===== config.mk =====
export PLATFORM = sky130hd
export DESIGN_NAME = aes_decrypt_sequencer
export DESIGN_NICKNAME = d
export VERILOG_FILES = /design/src/rtl/aes_pkg.sv /design/src/rtl/aes_decrypt_sequencer.sv
export SDC_FILE = /design/constraint.sdc
export NUM_CORES = 1
export LEC_CHECK = 0
export ABC_AREA = 1
export CAP_MARGIN = 20
export CORE_AREA = 2 2 307 309
export CTS_CLUSTER_DIAMETER = 80
export DETAILED_ROUTE_END_ITERATION = 7
export DIE_AREA = 0 0 309 311
export GPL_TIMING_DRIVEN = 0
export SYNTH_ARGS = -nofsm -noshare
export SYNTH_HDL_FRONTEND = slang
export SYNTH_SLANG_ARGS = --single-unit

===== constraint.sdc =====
create_clock -name clk -period 1.75 [get_ports clk]
set_input_delay 0.175 -clock clk [delete_from_list [all_inputs] [get_ports clk]]
set_output_delay 0.175 -clock clk [all_outputs]
set_load 0.05 [all_outputs]

===== src/rtl/aes_pkg.sv =====
// Shared types and constants for the iterative AES-128 decryption sequencer.
package aes_pkg;

  localparam int AES_NR    = 10;
  localparam int AES_BLK_W = 128;

  localparam logic [1:0] RND_INIT  = 2'd0;
  localparam logic [1:0] RND_MID   = 2'd1;
  localparam logic [1:0] RND_FINAL = 2'd2;

  typedef enum logic [1:0] {
    ST_IDLE,
    ST_ISSUE_INIT,
    ST_WAIT,
    ST_DONE
  } seq_state_t;

endpackage


===== src/rtl/aes_decrypt_sequencer.sv =====
// Time-shares one round datapath across all AES-128 decryption stages, keys NR..0.
//
// state         | meaning
// ST_IDLE       | waiting for a ciphertext block (needs keys_valid)
// ST_ISSUE_INIT | issue the AddRoundKey stage with key NR
// ST_WAIT       | on each rnd_done issue the next stage, or capture the result
// ST_DONE       | hold plaintext until out_ready
module aes_decrypt_sequencer
  import aes_pkg::*;
#(
  parameter int NR     = AES_NR,
  parameter int KIDX_W = 4
) (
  input  logic                 clk,
  input  logic                 rst_n,
  input  logic                 in_valid,
  output logic                 in_ready,
  input  logic [AES_BLK_W-1:0] in_data,
  output logic                 out_valid,
  input  logic                 out_ready,
  output logic [AES_BLK_W-1:0] out_data,
  input  logic                 keys_valid,
  output logic [KIDX_W-1:0]    key_idx,
  input  logic [AES_BLK_W-1:0] key_data,
  output logic                 rnd_start,
  output logic [1:0]           rnd_mode,
  output logic [AES_BLK_W-1:0] rnd_din,
  output logic [AES_BLK_W-1:0] rnd_key,
  input  logic                 rnd_done,
  input  logic [AES_BLK_W-1:0] rnd_dout,
  input  logic                 flush,
  output logic                 busy
);

  seq_state_t           state, state_nxt;
  logic [KIDX_W-1:0]    cnt, cnt_nxt;
  logic                 final_pending, final_pending_nxt;
  logic [AES_BLK_W-1:0] blk;

  // rst_n term keeps in_ready low while reset is asserted
  assign in_ready = rst_n && (state == ST_IDLE) && keys_valid && !flush;
  assign busy     = (state != ST_IDLE);
  assign rnd_key  = key_data;

  always_comb begin
    state_nxt         = state;
    cnt_nxt           = cnt;
    final_pending_nxt = final_pending;
    rnd_start         = 1'b0;
    rnd_mode          = RND_INIT;
    key_idx           = '0;
    rnd_din           = blk;
    case (state)
      ST_IDLE: begin
        if (in_valid && in_ready) state_nxt = ST_ISSUE_INIT;
      end
      ST_ISSUE_INIT: begin
        rnd_start = 1'b1;
        key_idx   = KIDX_W'(NR);
        cnt_nxt   = KIDX_W'(NR - 1);
        state_nxt = ST_WAIT;
      end
      ST_WAIT: begin
        if (rnd_done) begin
          if (final_pending) begin
            final_pending_nxt = 1'b0;
            state_nxt         = ST_DONE;
          end else if (cnt != '0) begin
            rnd_start = 1'b1;
            rnd_mode  = RND_MID;
            key_idx   = cnt;
            rnd_din   = rnd_dout;
            cnt_nxt   = cnt - KIDX_W'(1);
          end else begin
            rnd_start         = 1'b1;
            rnd_mode          = RND_FINAL;
            rnd_din           = rnd_dout;
            final_pending_nxt = 1'b1;
          end
        end
      end
      ST_DONE: begin
        if (out_ready) state_nxt = ST_IDLE;
      end
      default: state_nxt = ST_IDLE;
    endcase
    // a stage issued during flush would only produce a result we discard
    if (flush) begin
      state_nxt         = ST_IDLE;
      cnt_nxt           = '0;
      final_pending_nxt = 1'b0;
      rnd_start         = 1'b0;
    end
  end

  always_ff @(posedge clk or negedge rst_n) begin
    if (!rst_n) begin
      state         <= ST_IDLE;
      cnt           <= '0;
      final_pending <= 1'b0;
    end else begin
      state         <= state_nxt;
      cnt           <= cnt_nxt;
      final_pending <= final_pending_nxt;
    end
  end

  always_ff @(posedge clk or negedge rst_n) begin
    if (!rst_n) begin
      blk       <= '0;
      out_valid <= 1'b0;
      out_data  <= '0;
    end else begin
      if (state == ST_IDLE && in_valid && in_ready) blk <= in_data;
      if (flush) begin
        out_valid <= 1'b0;
      end else if (state == ST_WAIT && rnd_done && final_pending) begin
        out_valid <= 1'b1;
        out_data  <= rnd_dout;
      end else if (state == ST_DONE && out_ready) begin
        out_valid <= 1'b0;
      end
    end
  end

endmodule


Yosys cells after proc, flatten, opt, wreduce, memory -nomap -nowiden:

Index checks and enable logic that the tools add are counted.

* memory bits (writable): 0
* output and inout port bits: 394
* bits in registers: 264
* memories kept: 0
* latch bits: 0
* input port bits: 391
* memory bits (read-only): 0

* $mul: 0
* eq/ne operators: 9
* $lt $le $gt $ge: 0
* bitwise gates (word level): 1
* reductions and logical operators: 21
* divide/modulo/power cells: 0
* add/subtract/negate cells: 1
* mux-type cells: 34
* shifts and indexed selects: 0

Operators by type and width (count)
* $mux 128: 3
* $mux 4: 7
* $mux 2: 9
* $pmux 4 s2: 2
* $ne 3x3->1 const B: 5
* $mux 1: 11
* $logic_and 1x1->1: 9
* $pmux 2 s4: 1
* $reduce_and 4->1: 2
* $reduce_bool 2->1: 3
* $reduce_bool 3->1: 2
* $eq 2x2->1 const B: 2
* $reduce_and 2->1: 2
* $reduce_bool 4->1: 1
* $sub 4x1->4 const B: 1
* $ne 3x2->1 const B: 1
* $eq 2x1->1 const B: 1
* $logic_not 2->1: 1
* $pmux 1 s2: 1
* $logic_not 1->1: 1
* $not 1->1: 1

Longest topological paths before layout:

* depth after elaboration: 8
* depth in mapped cells: 10

Worst setup path after synthesis:

OpenSTA, ideal clock, no wires.

* path type: register to output
* start point: register state[0]
* end point: output port rnd_din[100]
* arrival time: 2.320 ns
* path slack: -0.745 ns
* cell stages (with the launch flop): 8
* data required time: 1.575 ns
* buffers on the path: 3
* path through: dfrtp_1 > inv_1 > ha_1 > buf_4 > nand3_2 > buf_2 > clkbuf_1 > o21ai_0

* cells in the longest elaborated chain, start to end: 2

Ends and longest elaborated chain
* start, declared: line aes_decrypt_sequencer.sv:35 `seq_state_t state, state_nxt;`
* start signal, assigned: line aes_decrypt_sequencer.sv:102 `state <= state_nxt;`
* $eq 2x2->1: line aes_decrypt_sequencer.sv:53 `case (state)`
* $mux 128: line aes_decrypt_sequencer.sv:53
* end, declared: line aes_decrypt_sequencer.sv:27 `output logic [AES_BLK_W-1:0] rnd_din,`

No other way between the ends.

Worst setup path after layout:

* start point: register state[0]
* end point: output port rnd_din[84]

Same word-level chain as after synthesis.

==> impl_metrics.json <==
{
  "outcome": "finished with violations",
  "violations": "negative hold slack, negative setup slack",
  "vias": 13462,
  "max-vdd-ir-drop_v": 0.000948,
  "powerDensity_mw_per_mm2": 1590,
  "drt-wirelength-per-cell_um": 18.9,
  "ys_seq_area_share_pct": 51.5,
  "crit_path_start_kind": "flop",
  "ys_warn_count": 0,
  "critical_path_class": "reg -> out",
  "grt_pass1_wl_um": 94300,
  "fmax_mhz": 425,
  "place_congestion": 0.829,
  "syn_inst": 1597,
  "rr_endpoint": "blk[8]",
  "setup_slack_ns": -0.606,
  "reg2regPathDepth": 10,
  "path_clk_slew_ns": 0.06,
  "grt_start_max_net_pins": 97,
  "drv_cap": 0,
  "rsz0062_at_grt": "true",
  "clkLatencyLatePin_ns": 0.55,
  "final_cell_count_no_fill": 3608,
  "coreArea_mm2": 0.0928,
  "met2_usage_pct": 22.1,
  "synth_top_area_cell": "dfrtp_1",
  "synth_top_area_share_pct": 51.5,
  "synth_area_mm2": 0.0128,
  "synthAdderAreaFrac_pct": 0.683,
  "use_met3_pct": 3.65,
  "synth-simple-area-share_pct": 21.6,
  "ff2ff_setup_slack_ns": -0.48,
  "setup_viol": 504,
  "die_w_um": 309,
  "synthXorXnorAreaFrac_pct": 0,
  "postCtsHoldBufs": 1,
  "synthesis.nets": 1995,
  "cp.arrival_ns": 2.18,
  "synth.area.top_cells": "dfrtp_1, nand2_1, o21ai_0",
  "hold_path_class": "in -> async",
  "remaining_drc_errors": 0,
  "cp_num_buf_inv": 5,
  "drt_iter0_drc": 864,
  "cp_top_family": "buffers and inverters",
  "required_ns": 1.57,
  "worstSetupEndpointType": "output port",
  "routed_wl_um": 68000,
  "dp.cells": 3509,
  "path_common_cell": "buf_8",
  "final-hold-violation-count": 67,
  "first_pass_iters": 5,
  "synth_mux_area_share_pct": 0,
  "r2r_start": "state[0]",
  "io-pin-count": 785,
  "fp-row-count": 112,
  "ctsLongestPathBuffers": 3,
  "max_stage_delay_ns": 0.39,
  "clockRootBuffer": "clkbuf_16",
  "ant_nets": 0,
  "ys_types": 21,
  "synth_top_family_by_area": "simple AND/OR/NAND/NOR gates",
  "min_period_ns": 2.36,
  "path_cells": "inv_2, ha_4, nand3_4, buf_8, buf_12, clkbuf_16, o21ai_4, buf_8",
  "place_ws_ns": -1.81,
  "grt_util_all_layers_pct": 13.5,
  "cts_sinks": 264,
  "antenna_found_initial": 6,
  "hpwl_um": 51500,
  "path_max_fanout": 6,
  "grt_pass1_vias": 13543,
  "die_h_um": 311,
  "start_util_pct": 13.8,
  "cts_buffers": 39,
  "final.setup_skew_ns": 0.0200,
  "tightest_slew_ns": 0.854,
  "p_leak_nw": 11.4,
  "use_met1_pct": 16.9,
  "htree_levels": 2,
  "io_buffers": 655,
  "min_period_over_period_pct": 135,
  "holdWs_ns": -0.418,
  "globalRoute.totalOverflow": 0,
  "synth-seq-cells": 264,
  "routed_via_density": 3.73,
  "maxSlewHeadroom_pct": 43.1,
  "layout-drive-gt1-share_pct": 26.6,
  "synth_compound_area_share_pct": 10.6,
  "avgSynthCellArea_um2": 8.03,
  "grt_busiest_layer": "met2",
  "dieArea_mm2": 0.0961,
  "synthToLayoutAreaGrowth_pct": 90.4,
  "cts_tree": "built",
  "slew_viol_final": 0,
  "finalNetCount": 2719,
  "cp_slowest_cell": "dfrtp_1"
}
## logic make-up after synthesis
| logic type | Yosys count |
|---|---|
| AO/OA/AOI/OAI | 271 |
| AND/OR/NAND/NOR | 683 |
| buffers and inverters | 372 |
| adder cells (fa/ha/maj) | 7 |
| flip-flops | 264 |
## state kept, by name (all words and copies together) (netlist names)
| name | cells |
|---|---|
| cnt | 4 |
| out_valid | 1 |
| state | 2 |
| final_pending | 1 |
| blk | 128 |
| out_data | 128 |
## routing by layer
metal | part of all wire [%] | up-vias
met5 | 0.040 | -
met4 | 3.0 | 6
met3 | 7.7 | 88
met2 | 47 | 524
met1 | 42 | 6448
li1 | - | 6396
## cells in the final DEF (no fill, tap or decap), types with 2 or more instances in the layout
cell type and n:
a21oi_1 2, a21oi_4 2, buf_12 15, buf_16 4, buf_2 27, buf_4 154, buf_6 131, buf_8 23
bufinv_16 4, clkbuf_1 22, clkbuf_16 55, clkbuf_2 7, clkbuf_8 7, clkdlybuf4s50_1 515, clkinv_2 4, dfrtp_1 264
diode_2 9, ha_1 5, ha_4 2, inv_1 138, inv_2 6, inv_6 2, inv_8 2, nand2_1 486
nand2_2 26, nand2_4 21, nand3_1 132, nand3_2 2, nand4_1 2, nor2_1 5, nor2_4 2, nor3_4 2
o21ai_0 111, o21ai_1 37, o21ai_2 95, o21ai_4 24
## area by class of cell
| class | count | area [um^2] |
|---|---|---|
| Tap cell | 1254 | 1570 |
| Timing Repair Buffer | 686 | 7300 |
| Clock buffer | 53 | 1100 |
| Buffer | 225 | 1930 |
| Clock inverter | 12 | 180 |
| Antenna cell | 9 | 22.5 |
| Multi-Input combinational cell | 961 | 5170 |
| Sequential cell | 264 | 6610 |
| Fill cell | 10007 | 68400 |
| Inverter | 144 | 541 |
## report_power, final
part	leakage (nW)	total (W)	internal (W)	switching, W
clock network	0.631	0.00806	0.00499	0.00307
registers	3.50	0.00904	0.00782	0.00121
logic	7.26	0.0217	0.00793	0.0138
total	11.4	0.0388	0.0207	0.0180
## synthesized netlist by cell type
library cell	instances
a21oi_1	4
buf_2	48
buf_4	140
buf_6	2
clkbuf_1	37
clkbuf_2	1
dfrtp_1	264
ha_1	7
inv_1	143
inv_2	1
nand2_1	534
nand3_1	133
nand3_2	2
nand4_1	2
nor2_1	7
nor2_4	1
nor3_1	2
nor3_4	1
o21ai_0	238
o21ai_1	29
or2_2	1
## worst max-delay path by stage
stage	start	endpoint	slack [ns]	cells past startpoint
final	state[0]	rnd_din[84]	-0.61	8
after floorplan	state[0]	rnd_din[13]	-0.72	7
after CTS	state[1]	rnd_din[32]	-0.80	11
after detailed placement	state[0]	rnd_din[82]	-1.81	9
after global routing	state[0]	rnd_din[27]	-0.70	10
after global placement	rst_n	blk[91]	-12.33	1
## per-stage QoR
| step | instance area (um^2) | hold WS [ns] | setup TNS, ns | util, % | total power (W) |
|---|---|---|---|---|---|
| floorplan | 13100 | -0.121 | -63.44 | - | 0.0206 |
| CTS | 23900 | -0.398 | -190.71 | 25.8 | 0.0382 |
| global route | 24400 | -0.392 | -186.88 | 26.3 | 0.0406 |
| finish | 24400 | -0.418 | -134.85 | 26.3 | 0.0388 |
| detailed placement | 21300 | 0.181 | -379.86 | 23.0 | 0.0277 |
| global placement | 21300 | 0.455 | -5012.62 | 22.9 | 0.0276 |
## timing repair
item	4_1_cts	5_1_grt
resized for setup	1261	211
pin swaps	2	6
hold endpoints to repair	68	67
cloned	9	5
setup buffers	15	2
endpoints found under the setup margin	516	515
No activity file was read; power rests on OpenSTA's default activity.
